[src/rtl/priority_code_decoder_if.sv]
// Handshake and output bundle between the encoder link and the priority code decoder.
// The master drives codes and error clears; the slave returns readiness and line strobes.
interface priority_code_decoder_if;
  logic [7:0]  code_in;
  logic        code_valid;
  logic        clr_err;
  logic        code_ready;
  logic [15:0] onehot_out;
  logic        active;
  logic        none_pulse;
  logic        err_illegal;

  modport master (
    output code_in,
    output code_valid,
    output clr_err,
    input  code_ready,
    input  onehot_out,
    input  active,
    input  none_pulse,
    input  err_illegal
  );

  modport slave (
    input  code_in,
    input  code_valid,
    input  clr_err,
    output code_ready,
    output onehot_out,
    output active,
    output none_pulse,
    output err_illegal
  );
endinterface

[src/rtl/priority_code_decoder.sv]
// Priority code decoder: turns an 8-bit encoder code back into a one-hot 16-line strobe.
// A decoded line is held for HOLD_CYCLES cycles; the "none" code pulses none_pulse and any
// other non-line code sets a sticky error flag. Only IDLE accepts codes.
module priority_code_decoder #(
  parameter int HOLD_CYCLES = 4
) (
  input  logic                   clk,
  input  logic                   rst,
  priority_code_decoder_if.slave bus
);

  typedef enum logic [0:0] {
    ST_IDLE = 1'b0,
    ST_HOLD = 1'b1
  } state_t;

  localparam logic [7:0] HOLD_LOAD = 8'(HOLD_CYCLES - 1);
  localparam logic [7:0] CODE_NONE = 8'hF0;

  state_t      r_state;
  logic [7:0]  r_cnt;
  logic [15:0] r_onehot;
  logic        r_active;
  logic        r_none;
  logic        r_err;

  state_t      w_state_nxt;
  logic [7:0]  w_cnt_nxt;
  logic [15:0] w_onehot_nxt;
  logic        w_active_nxt;
  logic        w_none_nxt;
  logic        w_err_nxt;
  logic        w_accept;
  logic        w_is_line;
  logic        w_is_none;
  logic        w_is_illegal;

  assign w_accept     = bus.code_valid && (r_state == ST_IDLE);
  assign w_is_line    = (bus.code_in[7:4] == 4'h0);
  assign w_is_none    = (bus.code_in == CODE_NONE);
  assign w_is_illegal = !w_is_line && !w_is_none;

  // State register; reset returns to IDLE so the block is ready immediately.
  always_ff @(posedge clk or posedge rst) begin
    if (rst) begin
      r_state <= ST_IDLE;
    end else begin
      r_state <= w_state_nxt;
    end
  end

  // Next-state, hold counter and output next values for both states.
  always_comb begin
    w_state_nxt  = r_state;
    w_cnt_nxt    = r_cnt;
    w_onehot_nxt = r_onehot;
    w_active_nxt = r_active;
    w_none_nxt   = 1'b0;
    case (r_state)
      ST_IDLE: begin
        if (w_accept && w_is_line) begin
          w_onehot_nxt = 16'h0001 << bus.code_in[3:0];
          w_active_nxt = 1'b1;
          w_cnt_nxt    = HOLD_LOAD;
          w_state_nxt  = ST_HOLD;
        end else if (w_accept && w_is_none) begin
          w_none_nxt   = 1'b1;
        end else begin
          w_onehot_nxt = 16'h0000;
          w_active_nxt = 1'b0;
        end
      end
      ST_HOLD: begin
        if (r_cnt != 8'd0) begin
          w_cnt_nxt    = r_cnt - 8'd1;
        end else begin
          w_onehot_nxt = 16'h0000;
          w_active_nxt = 1'b0;
          w_state_nxt  = ST_IDLE;
        end
      end
      default: begin
        w_state_nxt  = ST_IDLE;
        w_cnt_nxt    = 8'd0;
        w_onehot_nxt = 16'h0000;
        w_active_nxt = 1'b0;
      end
    endcase
  end

  // Sticky error: an accepted illegal code beats a simultaneous clear.
  always_comb begin
    if (w_accept && w_is_illegal) begin
      w_err_nxt = 1'b1;
    end else if (bus.clr_err) begin
      w_err_nxt = 1'b0;
    end else begin
      w_err_nxt = r_err;
    end
  end

  // Registered datapath: counter and all line/status outputs.
  always_ff @(posedge clk or posedge rst) begin
    if (rst) begin
      r_cnt    <= 8'd0;
      r_onehot <= 16'h0000;
      r_active <= 1'b0;
      r_none   <= 1'b0;
      r_err    <= 1'b0;
    end else begin
      r_cnt    <= w_cnt_nxt;
      r_onehot <= w_onehot_nxt;
      r_active <= w_active_nxt;
      r_none   <= w_none_nxt;
      r_err    <= w_err_nxt;
    end
  end

  assign bus.code_ready  = (r_state == ST_IDLE);
  assign bus.onehot_out  = r_onehot;
  assign bus.active      = r_active;
  assign bus.none_pulse  = r_none;
  assign bus.err_illegal = r_err;

endmodule

[src/flat_wrapper.sv]
// flat-port wrapper written by rule: the top's interface ports become plain ports
module priority_code_decoder_flat 
#(
  parameter int HOLD_CYCLES = 4
)
  (clk, rst, bus_code_in, bus_code_valid, bus_clr_err, bus_code_ready, bus_onehot_out, bus_active, bus_none_pulse, bus_err_illegal);
  priority_code_decoder_if bus_i ();
  input  logic clk;
  input  logic rst;
  input wire logic [$bits(bus_i.code_in)-1:0] bus_code_in;
  input wire logic [$bits(bus_i.code_valid)-1:0] bus_code_valid;
  input wire logic [$bits(bus_i.clr_err)-1:0] bus_clr_err;
  output wire logic [$bits(bus_i.code_ready)-1:0] bus_code_ready;
  output wire logic [$bits(bus_i.onehot_out)-1:0] bus_onehot_out;
  output wire logic [$bits(bus_i.active)-1:0] bus_active;
  output wire logic [$bits(bus_i.none_pulse)-1:0] bus_none_pulse;
  output wire logic [$bits(bus_i.err_illegal)-1:0] bus_err_illegal;
  assign bus_i.code_in = bus_code_in;
  assign bus_i.code_valid = bus_code_valid;
  assign bus_i.clr_err = bus_clr_err;
  assign bus_code_ready = bus_i.code_ready;
  assign bus_onehot_out = bus_i.onehot_out;
  assign bus_active = bus_i.active;
  assign bus_none_pulse = bus_i.none_pulse;
  assign bus_err_illegal = bus_i.err_illegal;
  priority_code_decoder #(.HOLD_CYCLES(HOLD_CYCLES)) u_core (.clk(clk), .rst(rst), .bus(bus_i));
endmodule
[config.mk]
export PLATFORM = sky130hd
export DESIGN_NAME = priority_code_decoder_flat
export DESIGN_NICKNAME = d
export VERILOG_FILES = /design/src/rtl/priority_code_decoder_if.sv /design/src/rtl/priority_code_decoder.sv /design/src/flat_wrapper.sv
export SDC_FILE = /design/constraint.sdc
export NUM_CORES = 1
export LEC_CHECK = 0
export BUFFER_PORTS_ARGS = -buffer_cell sky130_fd_sc_hd__buf_4
export CAP_MARGIN = 25
export CORE_MARGIN = 2
export CORE_UTILIZATION = 58
export CTS_BUF_LIST = sky130_fd_sc_hd__clkbuf_4 sky130_fd_sc_hd__clkbuf_8
export DETAILED_ROUTE_END_ITERATION = 10
export GPL_TIMING_DRIVEN = 0
export PLACE_DENSITY = 0.91
export SLEW_MARGIN = 20
export SYNTH_ARGS = -nofsm -noshare
export SYNTH_HDL_FRONTEND = slang
export SYNTH_SLANG_ARGS = --single-unit
[constraint.sdc]
create_clock -name clk -period 3.09 [get_ports clk]
set_clock_uncertainty 0.1 [all_clocks]
set_input_delay 0.1545 -clock clk [delete_from_list [all_inputs] [get_ports clk]]
set_output_delay 0.1545 -clock clk [all_outputs]
set_load 0.02 [all_outputs]
==> results.cfg <==
[synthesis]
synth_mux_area_share_pct = 1.74
synth_fa_ha_area_share_pct = 1.02
synthesis.area_um2 = 1220
synth_top_family_by_area = compound AO/OA/AOI/OAI gates
synth-seq-cells = 28
ys_types = 33
synthXorXnorAreaFrac_pct = 0
yosys_warnings = 0
ys_seq_area_share_pct = 57.3
synth.avg_cell_area_um2 = 11.5
syn_inst = 106
synth_compound_area_share_pct = 19.4
yosys.area_share.simple_pct = 17.2
syn_nets = 119

[cells_and_area]
antennaDiodeCount = 0
nets = 158
stdcell_area_um2 = 1560
drive_gt1_share_pct = 30.8
syn2layout_area_growth_pct = 27.5
stdcell_count = 170

[power_and_ir_drop]
power_switching_share_pct = 21.7
p_total_uw = 548
internal_power_uw = 429
p_comb_share_pct = 6.3
pwr-share-clk_pct = 26.9
leakagePower_nw = 0.730
switchingPower_uw = 119
vdd_drop_max_v = 0.000268
sequentialPowerShare_pct = 66.9
power.density_nw_per_um2 = 352

[worst_setup_path]
crit_path_start_kind = flop
worstSetupPathType = flop to flop
reg2regPathDepth = 6
cp_top_family = compound AO/OA/AOI/OAI gates
critPathMaxStageDelay_ns = 0.47
timing.reg2reg.setup_slack_ns = 1.13
crit_path_end_kind = flop
r2r_start = u_core.r_cnt[4]$_DFFE_PP0P_
cp_data_arrival_time_ns = 2.08
cp_max_fo = 10
r2r-end = u_core.bus.onehot_out[6]$_DFFE_PP0P_
crit_buf_inv = 2
crit_required_ns = 3.21
crit_slowest_cell = dfrtp_1
crit_chain = nor4_1 -> a31o_2 -> buf_2 -> o21ai_4 -> buf_6 -> o2bb2ai_1

[flow_run]
drv_cap = 0

[hold_path]
min_from = bus_code_in[0]
hold_depth = 3
hold_path_end = u_core.bus.onehot_out[4]$_DFFE_PP0P_
hp-class = primary input to flop

[routing]
viasPerCell = 5.83
num_vias = 991
drtIter0Drc = 17
wl_um = 2650
firstDrtPassIters = 4
wire_per_inst_um = 15.6
ant_nets = 0
drc_errors = 0

[timing]
setup_tns_ns = 0
rsz0062_at_grt = false
slew_headroom_pct = 68.9
slew_viol_final = 0
setup_viol = 0
timing.final.hold_violations = 0
layout_min_cycle_time_ns = 1.96
setup_ws_ns = 1.13
worstMarginPinSlew_ns = 0.462
max_freq_mhz = 510
post-route-period-util_pct = 63.4

[placement]
gp_congestion = 0.809
portBuffers = 31
dpl_worst_slack_ns = 1.18
placed_cell_area_um2 = 1490
dp_hpwl_um = 1960
dp.cells = 164

[floorplanning]
core-area_um2 = 1980
die_y_um = 49.9
rows = 16
die_w_um = 49.9
ios = 32
start_util_pct = 61.7
die-area_um2 = 2490

[global_route]
gr-total-overflow = 0
grt_max_degree = 29
grt_pass1_vias = 960
grt_usage_pct = 23.2
grt_pass1_wl_um = 4300
antenna_found_initial = 0

[cts]
h-tree-depth = 1
clk_path_buf_depth = 2
clkSinkCount = 28
post_cts_resized = 0
cts_made_buffers = 3
clk_pin_slew_ns = 0.13
worstSkewPairLatency_ns = 0.33
cts_root_buf = clkbuf_4
tritoncts = built

[run_status]
outcome = finished, final reports clean
[cells in the mapped netlist (all sizes together)]
master	count	share of area, %
mux2i	1	0.82
or2	1	0.72
o311ai	1	0.72
nand3	4	1.6
ha	1	1.0
nor4	2	1.0
dfrtp	28	57
o2bb2ai	15	11
or4	1	0.92
or3	2	1.0
a21o	1	0.61
buf	3	1.7
inv	5	1.5
a31o	1	0.72
o31ai	1	0.61
a21oi	4	1.6
mux2	1	0.92
a22o	1	0.72
o41ai	1	0.72
o21ai	5	3.0
nor3	5	2.0
nand4	1	0.51
nand4bb	1	0.92
nor2	5	1.5
or2b	1	0.61
nand2	7	2.1
nand3b	3	1.8
nand2b	2	1.0
and3	1	0.51
or3b	1	0.72
[registers in the layout (all words and copies together) (netlist names)]
signal,cells
u_core.r_cnt,8
u_core.r_state,1
u_core.bus.none_pulse,1
u_core.bus.active,1
u_core.bus.onehot_out,16
u_core.bus.err_illegal,1
[tightest hold or removal path, delay by kind of cell]
family | cells | cell delay [ns]
AO/OA/AOI/OAI | 1 | 0.06
buffers and inverters | 1 | 0.09
AND/OR/NAND/NOR | 1 | 0.14
[cell type report]
cell class                 count  area [um^2]
sequential                    28          701
multi-input combinational     70          482
fill                         136          423
timing repair buffer          34          280
tap                           27         33.8
clock buffer                   3         22.5
buffer                         3         21.3
inverter                       5         18.8
[repair_timing]
item / CTS / global route
hold buffers: 2 / 0
buffers inserted: 0 / 0
endpoints found under the hold margin: 29 / 0
[placed cells by master, fill, tap and decap left out, drive strengths merged, types with 2 or more instances in the layout]
| cell | Yosys | layout |
|---|---|---|
| nand3b | 3 | 3 |
| inv | 5 | 4 |
| dfrtp | 28 | 28 |
| o21ai | 5 | 5 |
| nand2b | 2 | 2 |
| a21oi | 4 | 4 |
| nand2 | 7 | 7 |
| clkbuf | 0 | 3 |
| nor4 | 2 | 2 |
| dlygate4sd3 | 0 | 2 |
| or3 | 2 | 2 |
| buf | 3 | 35 |
| nand3 | 4 | 4 |
| o2bb2ai | 15 | 15 |
| nor2 | 5 | 5 |
| nor3 | 5 | 5 |
[layer usage]
layer	part of all wire, %	up-vias	global-route usage, %	routed length, um
met3	6.1	5	4.85	161
met2	49	35	39.3	1310
met5	0	-	0	0
met4	1.9	0	10.6	50
li1	-	476	-	-
met1	43	475	28.2	1130
[worst max-delay path by stage]
stage | start | end | depth (start not counted)
CTS | u_core.r_cnt[4]$_DFFE_PP0P_ | u_core.bus.onehot_out[8]$_DFFE_PP0P_ | 6
global route | u_core.r_cnt[4]$_DFFE_PP0P_ | u_core.bus.onehot_out[6]$_DFFE_PP0P_ | 6
detailed placement | u_core.r_cnt[4]$_DFFE_PP0P_ | u_core.bus.onehot_out[8]$_DFFE_PP0P_ | 6
floorplan | u_core.r_cnt[4]$_DFFE_PP0P_ | u_core.bus.onehot_out[12]$_DFFE_PP0P_ | 6
global placement | u_core.r_cnt[4]$_DFFE_PP0P_ | u_core.bus.onehot_out[11]$_DFFE_PP0P_ | 6
finish | u_core.r_cnt[4]$_DFFE_PP0P_ | u_core.bus.onehot_out[6]$_DFFE_PP0P_ | 6
[power groups by stage]
stage          clock network (mW)  registers (mW)  logic (mW)
5_1_grt                     0.164           0.367      0.0377
6_report                    0.147           0.366      0.0344
3_3_place_gp                    0           0.373      0.0273
3_5_place_dp                    0           0.373      0.0281
2_1_floorplan                   0           0.373      0.0109
4_1_cts                     0.151           0.366      0.0303
[cell families (layout without fill, tap and decap cells)]
logic type	Yosys count	after routing
adders and majority gates	1	1
DFF	28	28
buffers and inverters	8	45
AOI/OAI and AO/OA	30	30
and+or+nand+nor	37	37
muxes	2	2
[through the flow]
stage	hold slack, ns	utilization (%)
floorplan	0.120	-
global placement	0.233	75.1
detailed placement	0.242	75.1
CTS	0.0361	77.3
global route	0.0412	78.7
finish	0.0407	78.7
Power figures use the tool's default switching activity.
